## src/rtl/mc_ctrl_pkg.sv

```systemverilog
// ============================================================================
// Module      : mc_ctrl_pkg
// Description : Shared codes for the multi-cycle controller: ALU ops, opcodes,
//               FSM states, select encodings and the decoded instruction class.
// Revision    : 1.0
// ============================================================================
`default_nettype none

package mc_ctrl_pkg;

    localparam logic [3:0] c_alu_add = 4'd0;
    localparam logic [3:0] c_alu_sub = 4'd1;
    localparam logic [3:0] c_alu_or  = 4'd2;
    localparam logic [3:0] c_alu_slt = 4'd3;
    localparam logic [3:0] c_alu_lui = 4'd4;

    localparam logic [5:0] c_op_rtype = 6'h00;
    localparam logic [5:0] c_op_jal   = 6'h03;
    localparam logic [5:0] c_op_beq   = 6'h04;
    localparam logic [5:0] c_op_ori   = 6'h0D;
    localparam logic [5:0] c_op_lui   = 6'h0F;
    localparam logic [5:0] c_op_lw    = 6'h23;
    localparam logic [5:0] c_op_sw    = 6'h2B;

    localparam logic [5:0] c_fn_jr   = 6'h08;
    localparam logic [5:0] c_fn_addu = 6'h21;
    localparam logic [5:0] c_fn_subu = 6'h23;
    localparam logic [5:0] c_fn_slt  = 6'h2A;

    localparam logic [1:0] c_npc_pc4 = 2'd0;
    localparam logic [1:0] c_npc_br  = 2'd1;
    localparam logic [1:0] c_npc_jal = 2'd2;
    localparam logic [1:0] c_npc_jr  = 2'd3;

    localparam logic [1:0] c_wd_alu = 2'd0;
    localparam logic [1:0] c_wd_dm  = 2'd1;
    localparam logic [1:0] c_wd_pc4 = 2'd2;

    localparam logic [1:0] c_dst_rt = 2'd0;
    localparam logic [1:0] c_dst_rd = 2'd1;
    localparam logic [1:0] c_dst_ra = 2'd2;

    typedef enum logic [2:0] {
        ST_FETCH  = 3'd0,
        ST_DECODE = 3'd1,
        ST_EXEC   = 3'd2,
        ST_MEM    = 3'd3,
        ST_WB     = 3'd4
    } state_t;

    // One-hot instruction class; exactly one field is set by the decoder.
    typedef struct packed {
        logic addu;
        logic subu;
        logic slt;
        logic ori;
        logic lw;
        logic sw;
        logic beq;
        logic lui;
        logic jal;
        logic jr;
        logic nop;
    } instr_cls_t;

    function automatic logic is_rtype(input instr_cls_t c);
        return c.addu | c.subu | c.slt;
    endfunction

endpackage

`default_nettype wire

```

## src/rtl/mc_decode.sv

```systemverilog
// ============================================================================
// Module      : mc_decode
// Description : Combinational opcode/funct to one-hot instruction class.
// Revision    : 1.0
// ============================================================================
`default_nettype none

module mc_decode
    import mc_ctrl_pkg::*;
(
    input  logic [5:0] i_opcode,
    input  logic [5:0] i_funct,
    output instr_cls_t o_cls
);

    always_comb begin
        o_cls = '0;
        case (i_opcode)
            c_op_rtype: begin
                case (i_funct)
                    c_fn_addu: o_cls.addu = 1'b1;
                    c_fn_subu: o_cls.subu = 1'b1;
                    c_fn_slt:  o_cls.slt  = 1'b1;
                    c_fn_jr:   o_cls.jr   = 1'b1;
                    default:   o_cls.nop  = 1'b1;
                endcase
            end
            c_op_ori: o_cls.ori = 1'b1;
            c_op_lw:  o_cls.lw  = 1'b1;
            c_op_sw:  o_cls.sw  = 1'b1;
            c_op_beq: o_cls.beq = 1'b1;
            c_op_lui: o_cls.lui = 1'b1;
            c_op_jal: o_cls.jal = 1'b1;
            default:  o_cls.nop = 1'b1;
        endcase
    end

endmodule

`default_nettype wire

```

## src/rtl/mc_ctrl.sv

```systemverilog
// ============================================================================
// Module      : mc_ctrl
// Description : Multi-cycle control FSM sequencing FETCH/DECODE/EXEC/MEM/WB.
// Revision    : 1.0
// ============================================================================
`default_nettype none

module mc_ctrl
    import mc_ctrl_pkg::*;
#(
    parameter int ALUOP_W = 4
) (
    input  logic               clk,
    input  logic               reset,
    input  logic [5:0]         opcode,
    input  logic [5:0]         funct,
    input  logic               cmp_eq,
    output logic               ir_we,
    output logic               pc_we,
    output logic [1:0]         npc_sel,
    output logic [ALUOP_W-1:0] alu_op,
    output logic               alu_src_b,
    output logic               ext_op,
    output logic               dm_we,
    output logic               reg_we,
    output logic [1:0]         reg_dst,
    output logic [1:0]         wd_sel,
    output logic [2:0]         state_o
);

    state_t     r_state;
    state_t     w_state_nxt;
    instr_cls_t w_cls_live;
    instr_cls_t r_cls;
    logic       r_boot;

    logic [3:0] w_alu_op;
    logic [3:0] w_exe_alu_op;
    logic       w_exe_src_b;
    logic       w_exe_ext;

    mc_decode u_decode (
        .i_opcode (opcode),
        .i_funct  (funct),
        .o_cls    (w_cls_live)
    );

    // r_boot keeps every strobe quiet for the cycle right after reset drops.
    always_ff @(posedge clk) begin
        if (reset) begin
            r_state <= ST_FETCH;
            r_cls   <= '{nop: 1'b1, default: 1'b0};
            r_boot  <= 1'b1;
        end else begin
            r_state <= w_state_nxt;
            r_boot  <= 1'b0;
            if (r_state == ST_DECODE) begin
                r_cls <= w_cls_live;
            end
        end
    end

    // ALU-side controls of the latched instruction, held from EXEC through WB.
    always_comb begin
        w_exe_alu_op = c_alu_add;
        if (r_cls.subu || r_cls.beq) w_exe_alu_op = c_alu_sub;
        else if (r_cls.slt)          w_exe_alu_op = c_alu_slt;
        else if (r_cls.ori)          w_exe_alu_op = c_alu_or;
        else if (r_cls.lui)          w_exe_alu_op = c_alu_lui;
        w_exe_src_b = r_cls.ori | r_cls.lw | r_cls.sw | r_cls.lui;
        w_exe_ext   = r_cls.lw | r_cls.sw;
    end

    always_comb begin
        w_state_nxt = r_state;
        ir_we       = 1'b0;
        pc_we       = 1'b0;
        npc_sel     = c_npc_pc4;
        w_alu_op    = c_alu_add;
        alu_src_b   = 1'b0;
        ext_op      = 1'b0;
        dm_we       = 1'b0;
        reg_we      = 1'b0;
        reg_dst     = c_dst_rt;
        wd_sel      = c_wd_alu;

        if (reset || r_boot) begin
            w_state_nxt = ST_FETCH;
        end else begin
            case (r_state)
                ST_FETCH: begin
                    ir_we       = 1'b1;
                    pc_we       = 1'b1;
                    npc_sel     = c_npc_pc4;
                    w_state_nxt = ST_DECODE;
                end
                ST_DECODE: begin
                    if (w_cls_live.jal) begin
                        pc_we       = 1'b1;
                        npc_sel     = c_npc_jal;
                        reg_we      = 1'b1;
                        reg_dst     = c_dst_ra;
                        wd_sel      = c_wd_pc4;
                        w_state_nxt = ST_FETCH;
                    end else if (w_cls_live.jr) begin
                        pc_we       = 1'b1;
                        npc_sel     = c_npc_jr;
                        w_state_nxt = ST_FETCH;
                    end else if (w_cls_live.nop) begin
                        w_state_nxt = ST_FETCH;
                    end else begin
                        w_state_nxt = ST_EXEC;
                    end
                end
                ST_EXEC: begin
                    w_alu_op  = w_exe_alu_op;
                    alu_src_b = w_exe_src_b;
                    ext_op    = w_exe_ext;
                    if (r_cls.beq) begin
                        pc_we       = cmp_eq;
                        npc_sel     = c_npc_br;
                        w_state_nxt = ST_FETCH;
                    end else if (r_cls.lw || r_cls.sw) begin
                        w_state_nxt = ST_MEM;
                    end else if (r_cls.jal || r_cls.jr || r_cls.nop) begin
                        w_state_nxt = ST_FETCH;
                    end else begin
                        w_state_nxt = ST_WB;
                    end
                end
                ST_MEM: begin
                    w_alu_op  = w_exe_alu_op;
                    alu_src_b = w_exe_src_b;
                    ext_op    = w_exe_ext;
                    if (r_cls.lw) begin
                        w_state_nxt = ST_WB;
                    end else begin
                        dm_we       = r_cls.sw;
                        w_state_nxt = ST_FETCH;
                    end
                end
                ST_WB: begin
                    w_alu_op    = w_exe_alu_op;
                    alu_src_b   = w_exe_src_b;
                    ext_op      = w_exe_ext;
                    reg_we      = 1'b1;
                    reg_dst     = is_rtype(r_cls) ? c_dst_rd : c_dst_rt;
                    wd_sel      = r_cls.lw ? c_wd_dm : c_wd_alu;
                    w_state_nxt = ST_FETCH;
                end
                default: begin
                    w_state_nxt = ST_FETCH;
                end
            endcase
        end
    end

    assign alu_op  = ALUOP_W'(w_alu_op);
    assign state_o = r_state;

endmodule

`default_nettype wire

```

## config.mk

```make
export PLATFORM = sky130hd
export DESIGN_NAME = mc_ctrl
export DESIGN_NICKNAME = d
export VERILOG_FILES = /design/src/rtl/mc_ctrl_pkg.sv /design/src/rtl/mc_decode.sv /design/src/rtl/mc_ctrl.sv
export SDC_FILE = /design/constraint.sdc
export NUM_CORES = 1
export LEC_CHECK = 0
export CORE_ASPECT_RATIO = 0.9
export CORE_UTILIZATION = 44
export DETAILED_ROUTE_END_ITERATION = 10
export GPL_TIMING_DRIVEN = 0
export PLACE_DENSITY_LB_ADDON = 0.15
export SYNTH_ARGS = -nofsm -noshare
export SYNTH_HDL_FRONTEND = slang
export SYNTH_SLANG_ARGS = --single-unit
```

## constraint.sdc

```tcl
create_clock -name clk -period 3.5 [get_ports clk]
set_clock_uncertainty 0.1 [all_clocks]
set_input_delay 1.05 -clock clk [delete_from_list [all_inputs] [get_ports clk]]
set_output_delay 1.05 -clock clk [all_outputs]
set_load 0.1 [all_outputs]
```

==> impl_metrics.py, run 1 <==
metrics = {
    "sta": {
        "final.min_clock_period_ns": 3.60,
        "hold_viol_final": 0,
        "fin_crit_sh_pct": 103,
        "rsz0062_at_grt": "true",
        "slew_headroom_pct": 35.4,
        "layout_setup_ws_ns": -0.0956,
        "finalMaxSlewViolations": 0,
        "setup_viol_count_final": 8,
        "whs_ns": 0.377,
        "fmax_ghz": 0.278,
        "worst_slew_pin_slew_ns": 0.966,
    },
    "layout": {
        "layout-drive-gt1-share_pct": 46.3,
        "final_nets": 206,
        "final-instance-count-excl-fill": 215,
        "area_delta_synth_final_pct": 89.8,
        "antenna_cells": 0,
        "fill_cells": 77,
    },
    "yosys": {
        "synthArstFlopShare_pct": 0,
        "netlist_area_um2": 970,
        "yosysWarnings": 0,
        "synth_flop_cell": "dfxtp_1",
        "synth_top_area_share_pct": 31.0,
        "ys_top_cells_by_area": "dfxtp_1, a21oi_1, nor3_1, nor2_1, nand2_1",
        "ys_types": 41,
        "synth_area_per_cell_um2": 7.40,
        "synth_nets": 146,
        "synthCells": 131,
        "post-synth-top-area-cell": "dfxtp_1",
        "seq_area_frac_synth_pct": 31.0,
        "synth_edf_count": 0,
        "synth_common_cells": "nor2_1, dfxtp_1, nand2_1",
        "synth_most_common_cell": "nor2_1",
        "ys_seq_elements": 15,
    },
    "global_routing": {
        "antenna_found_initial": 0,
        "grt_start_max_net_pins": 11,
        "grt.busiest_layer": "met2",
        "use_met2_pct": 57.1,
        "grt_util_met3_pct": 4.95,
        "grt-ovfl-total": 0,
        "grt_pass1_vias": 1155,
        "grt_pass1_wl_mm": 5.60,
        "track_usage_pct": 32.6,
        "use_met1_pct": 39.9,
    },
    "cts": {
        "path_clk_slew_ns": 0.08,
        "cts_max_path_buffers": 2,
        "cts_made_buffers": 3,
        "clk_latency_ns": 0.30,
        "cts_htree_levels": 1,
        "root_buffer": "clkbuf_4",
        "cts_hold_buf": 0,
        "clock_sinks": 15,
        "cts_tree": "done",
    },
    "floorplan": {
        "die_h_um": 46.5,
        "dieArea_mm2": 0.00240,
        "core_area_mm2": 0.00199,
        "initial_core_util_pct": 48.7,
        "die_w_um": 51.5,
        "num_io_pins": 34,
        "rows": 15,
    },
    "power_and_ir_drop": {
        "peakVddDrop_mv": 0.276,
        "switching_share_pct": 33.2,
        "p_total_mw": 0.393,
        "powerDensity_mw_per_mm2": 214,
        "pwr-share-comb_pct": 28.9,
        "seq_power_share_pct": 44.2,
        "p_switching_mw": 0.131,
        "clockPowerShare_pct": 26.9,
        "leakagePower_nw": 0.681,
        "p_int_mw": 0.262,
    },
    "critical_path": {
        "rrSetupSlack_ns": 1.44,
        "start_kind": "input pin",
        "critPathArrivalTime_ns": 2.45,
        "critPathLaunch": "opcode[1]",
        "end_kind": "output pin",
        "r2r-start": "state_o[1]",
        "crit_type": "input pin to output pin",
        "cp_max_fo": 5,
        "cp.required_ns": 2.35,
    },
    "status": {
        "status": "complete, but fails checks",
        "violations": "negative setup slack",
    },
    "detailed_routing": {
        "drt-total-wl_mm": 4.62,
        "drcViolationCount": 0,
        "dr.pass1.iters": 5,
        "wl_per_cell_um": 21.5,
        "ant_nets": 0,
        "via_count": 1382,
        "vias_per_cell": 6.43,
        "first_iter_violations": 93,
    },
    "worst_hold_path": {
        "hp-start": "r_cls[10]",
        "hp-class": "flip-flop to flip-flop",
    },
    "placement": {
        "port_buffers": 31,
        "dpl.hpwl_mm": 2.22,
        "dp.cells": 187,
        "finalWeightedCongestion": 0.855,
        "pre_cts_slack_ns": -1.46,
    },
    "flow_run": {
        "drv_cap": 0,
    },
}
-- cells in the final DEF, fill, tap and decap left out, drive strengths merged, types with 2 or more instances in the layout --
master          n
buf            50
nor2           16
dfxtp          15
nand2          14
a21oi          13
nor3           13
clkbuf         12
nor4            8
dlygate4sd2     4
clkdlybuf4s50   4
nand2b          3
nand4b          3
nor2b           3
or4             3
nand3b          2
a21o            2
a211oi          2
and3            2
or3b            2
-- per-layer routing --
metal / vias up / part of all wire (%)
met5: - / 0
met2: 113 / 48
met1: 633 / 36
met3: 38 / 8.7
li1: 598 / -
met4: 0 / 7.8
-- per-stage QoR --
step / area [um^2] / setup TNS [ns] / utilization (%)
4_1_cts: 1730 / -0.386 / 86.9
2_1_floorplan: 1180 / -2.72 / -
3_5_place_dp: 1520 / -17.50 / 76.3
3_3_place_gp: 1520 / -16.82 / 76.3
5_1_grt: 1840 / -0.775 / 92.5
6_report: 1840 / -0.420 / 92.5
-- cells by family after synthesis --
family	count (synthesis)	synth area share [%]
buffers and inverters	12	6.32
DFF	15	31.0
other	1	0.387
AOI/OAI and AO/OA	24	17.3
and+or+nand+nor	79	45.0
-- power groups by stage --
stage	Combinational (mW)	Clock, mW	Sequential [mW]
after floorplan	0.0525	0	0.182
after global placement	0.0854	0	0.177
after detailed placement	0.0882	0	0.177
after CTS	0.0996	0.103	0.173
after global routing	0.117	0.113	0.174
final	0.114	0.106	0.174
-- timing repair --
item,CTS,global route
gates resized for setup,148,20
endpoints found under the setup margin,15,10
buffers inserted,20,6
pin swaps,11,10
-- final timing paths --
kind,end,cells past startpoint
max,npc_sel[1],6
min,r_cls[10],2
max reg2reg,r_cls[2],6
min reg2reg,r_cls[10],2
-- registers in the layout, summed over array words and instances (netlist names) --
register / cells
r_boot: 1
state_o: 3
r_cls: 11
-- critical path, stage by stage --
cell and delay [ns]:
buf_8 0.11, or3_4 0.39, nand4b_1 0.26, a211oi_4 0.31
buf_4 0.17, buf_12 0.16
-- final cells by class --
| type | count | area (um^2) | area share, % |
|---|---|---|---|
| inverters | 1 | 3.75 | 0.204 |
| clock buffers | 4 | 26.3 | 1.43 |
| repair buffers | 55 | 532 | 28.9 |
| flip-flops and latches | 15 | 303 | 16.5 |
| multi-input cells | 104 | 848 | 46.1 |
| plain buffers | 11 | 96.3 | 5.23 |
| well taps | 25 | 31.3 | 1.70 |
Power figures use the tool's default switching activity.
==> run 2, diff against run 1 <==
--- a/config.mk
+++ b/config.mk
@@ -10,6 +10,7 @@
 export DETAILED_ROUTE_END_ITERATION = 10
 export GPL_TIMING_DRIVEN = 0
 export PLACE_DENSITY_LB_ADDON = 0.15
+export SLEW_MARGIN = 25
 export SYNTH_ARGS = -nofsm -noshare
 export SYNTH_HDL_FRONTEND = slang
 export SYNTH_SLANG_ARGS = --single-unit
==> run 2 against run 1 <==
Effect of this change:
- sequential share of layout area stayed put
- global-route usage unchanged
- critical path depth is the same
- total power increased by 0.52%
- critical endpoint unchanged
- the run still ends with negative setup slack left
- critical path type unchanged
==> impl_metrics.py, run 2 (synthesized netlist as in run 1, its figures left out) <==
metrics = {
    "floorplan": {
        "initial_core_util_pct": 48.7,
        "die_h_um": 46.5,
        "rows": 15,
        "num_io_pins": 34,
        "dieArea_mm2": 0.00240,
        "die_w_um": 51.5,
        "core_area_mm2": 0.00199,
    },
    "critical_path": {
        "worst-r2r-cell-count": 6,
        "max_stage_delay_ns": 0.40,
        "cp_top_family": "simple AND/OR/NAND/NOR gates",
        "path_cells": "buf_8 > or3_4 > nand4b_1 > a211oi_4 > buf_4 > buf_12",
        "start_kind": "input pin",
        "worstSetupPathDepth": 6,
        "cp_max_fo": 5,
        "end_kind": "output pin",
        "crit_type": "input pin to output pin",
        "path_buf_inv": 3,
        "slowest_stage": "or3_4",
        "critPathArrivalTime_ns": 2.54,
        "cp.required_ns": 2.35,
    },
    "cts": {
        "root_buffer": "clkbuf_4",
        "cts_tree": "done",
        "clock_sinks": 15,
        "path_clk_slew_ns": 0.10,
        "cts_made_buffers": 3,
        "cts_htree_levels": 1,
        "cts_max_path_buffers": 2,
        "clk_latency_ns": 0.29,
    },
    "sta": {
        "rsz0062_at_grt": "true",
        "finalMaxSlewViolations": 0,
        "whs_ns": 0.436,
        "setup_viol_count_final": 8,
        "setup_tns_ns": -0.817,
        "slew_headroom_pct": 34.8,
        "worst_slew_pin_slew_ns": 0.975,
        "final.min_clock_period_ns": 3.69,
        "layout_setup_ws_ns": -0.187,
        "fmax_ghz": 0.271,
        "fin_crit_sh_pct": 105,
        "hold_viol_final": 0,
    },
    "power_and_ir_drop": {
        "leakagePower_nw": 0.681,
        "powerDensity_mw_per_mm2": 215,
        "clockPowerShare_pct": 27.0,
        "peakVddDrop_mv": 0.304,
        "seq_power_share_pct": 44.0,
        "switching_share_pct": 33.6,
        "p_switching_mw": 0.133,
        "pwr-share-comb_pct": 29.0,
        "p_int_mw": 0.262,
        "p_total_mw": 0.395,
    },
    "global_routing": {
        "grt_pass1_wl_mm": 5.60,
        "grt_pass1_vias": 1155,
        "grt-ovfl-total": 0,
        "antenna_found_initial": 0,
        "grt_start_max_net_pins": 11,
        "track_usage_pct": 32.6,
    },
    "flow_run": {
        "drv_cap": 0,
    },
    "layout": {
        "post-route-util_pct": 92.5,
        "mostFrequentLayoutCells": "buf_4, nand2_1, dfxtp_1",
        "antenna_cells": 0,
        "fill_cells": 73,
        "seqCellArea_um2": 303,
        "layout-drive-gt1-share_pct": 46.3,
        "largest-register": "r_cls",
        "area_delta_synth_final_pct": 89.8,
        "final_nets": 206,
        "final_common_cell": "buf_4",
        "largest_reg_flops": 11,
        "multi_input_area_um2": 848,
    },
    "placement": {
        "dpl.hpwl_mm": 2.22,
        "port_buffers": 31,
        "finalWeightedCongestion": 0.855,
    },
    "detailed_routing": {
        "wl_per_cell_um": 22.9,
        "via_count": 1452,
        "first_iter_violations": 96,
        "ant_nets": 0,
        "drt-total-wl_mm": 4.92,
        "drcViolationCount": 0,
        "vias_per_cell": 6.75,
        "dr.pass1.iters": 6,
    },
    "worst_hold_path": {
        "hp-class": "flip-flop to flip-flop",
        "worstHoldPathCells": 2,
    },
    "status": {
        "status": "complete, but fails checks",
        "violations": "negative setup slack",
    },
}
## run 2: cell counts in the layout (fill, tap and decap cells not counted)
No cell type changed its count.
## run 2: layout make-up
cell class | count | share of cell area (%)
multi-input cells | 104 | 46.1
repair buffers | 55 | 28.9
flip-flops and latches | 15 | 16.5
plain buffers | 11 | 5.23
well taps | 25 | 1.70
clock buffers | 4 | 1.43
inverters | 1 | 0.204
## run 2: routing by layer
metal | GRT usage (%) | part of all wire [%] | vias to the layer above
met3 | 4.95 | 8.1 | 48
li1 | - | - | 602
met5 | 0 | 0 | -
met4 | 14.1 | 8.6 | 0
met1 | 39.9 | 36 | 670
met2 | 57.1 | 47 | 132
## run 2: worst paths after layout
check | from | end | slack (ns)
worst max-delay path | opcode[1] | npc_sel[1] | -0.19
worst min-delay path | r_cls[1] | r_cls[1] | 0.44
worst max register to register | state_o[1] | r_cls[10] | 1.43
worst min register to register | r_cls[1] | r_cls[1] | 0.44
## run 2: what timing repair did
action,4_1_cts,5_1_grt
hold buffers,0,0
buffers inserted,20,6
setup endpoints to repair,15,10
gates resized for setup,148,19
pin swaps,11,10
## run 2: per-stage QoR
| step | setup slack (ns) | instance area, um^2 | std cells |
|---|---|---|---|
| floorplan | -0.697 | 1180 | 131 |
| global placement | -1.39 | 1520 | 187 |
| detailed placement | -1.46 | 1520 | 187 |
| CTS | -0.116 | 1730 | 211 |
| global route | -0.223 | 1840 | 215 |
| finish | -0.187 | 1840 | 215 |
## run 2: tightest hold or removal path: stages, from the launching register on
cell and delay, ns:
dfxtp_1 0.34, nand2_1 0.08, a21oi_1 0.07
## run 2: power by group through the flow
stage                     registers, mW  logic (mW)  clock network (mW)
after global routing              0.174       0.118               0.116
after detailed placement          0.177      0.0882                   0
after CTS                         0.173      0.0996               0.103
after global placement            0.177      0.0854                   0
after floorplan                   0.182      0.0525                   0
final                             0.174       0.114               0.107
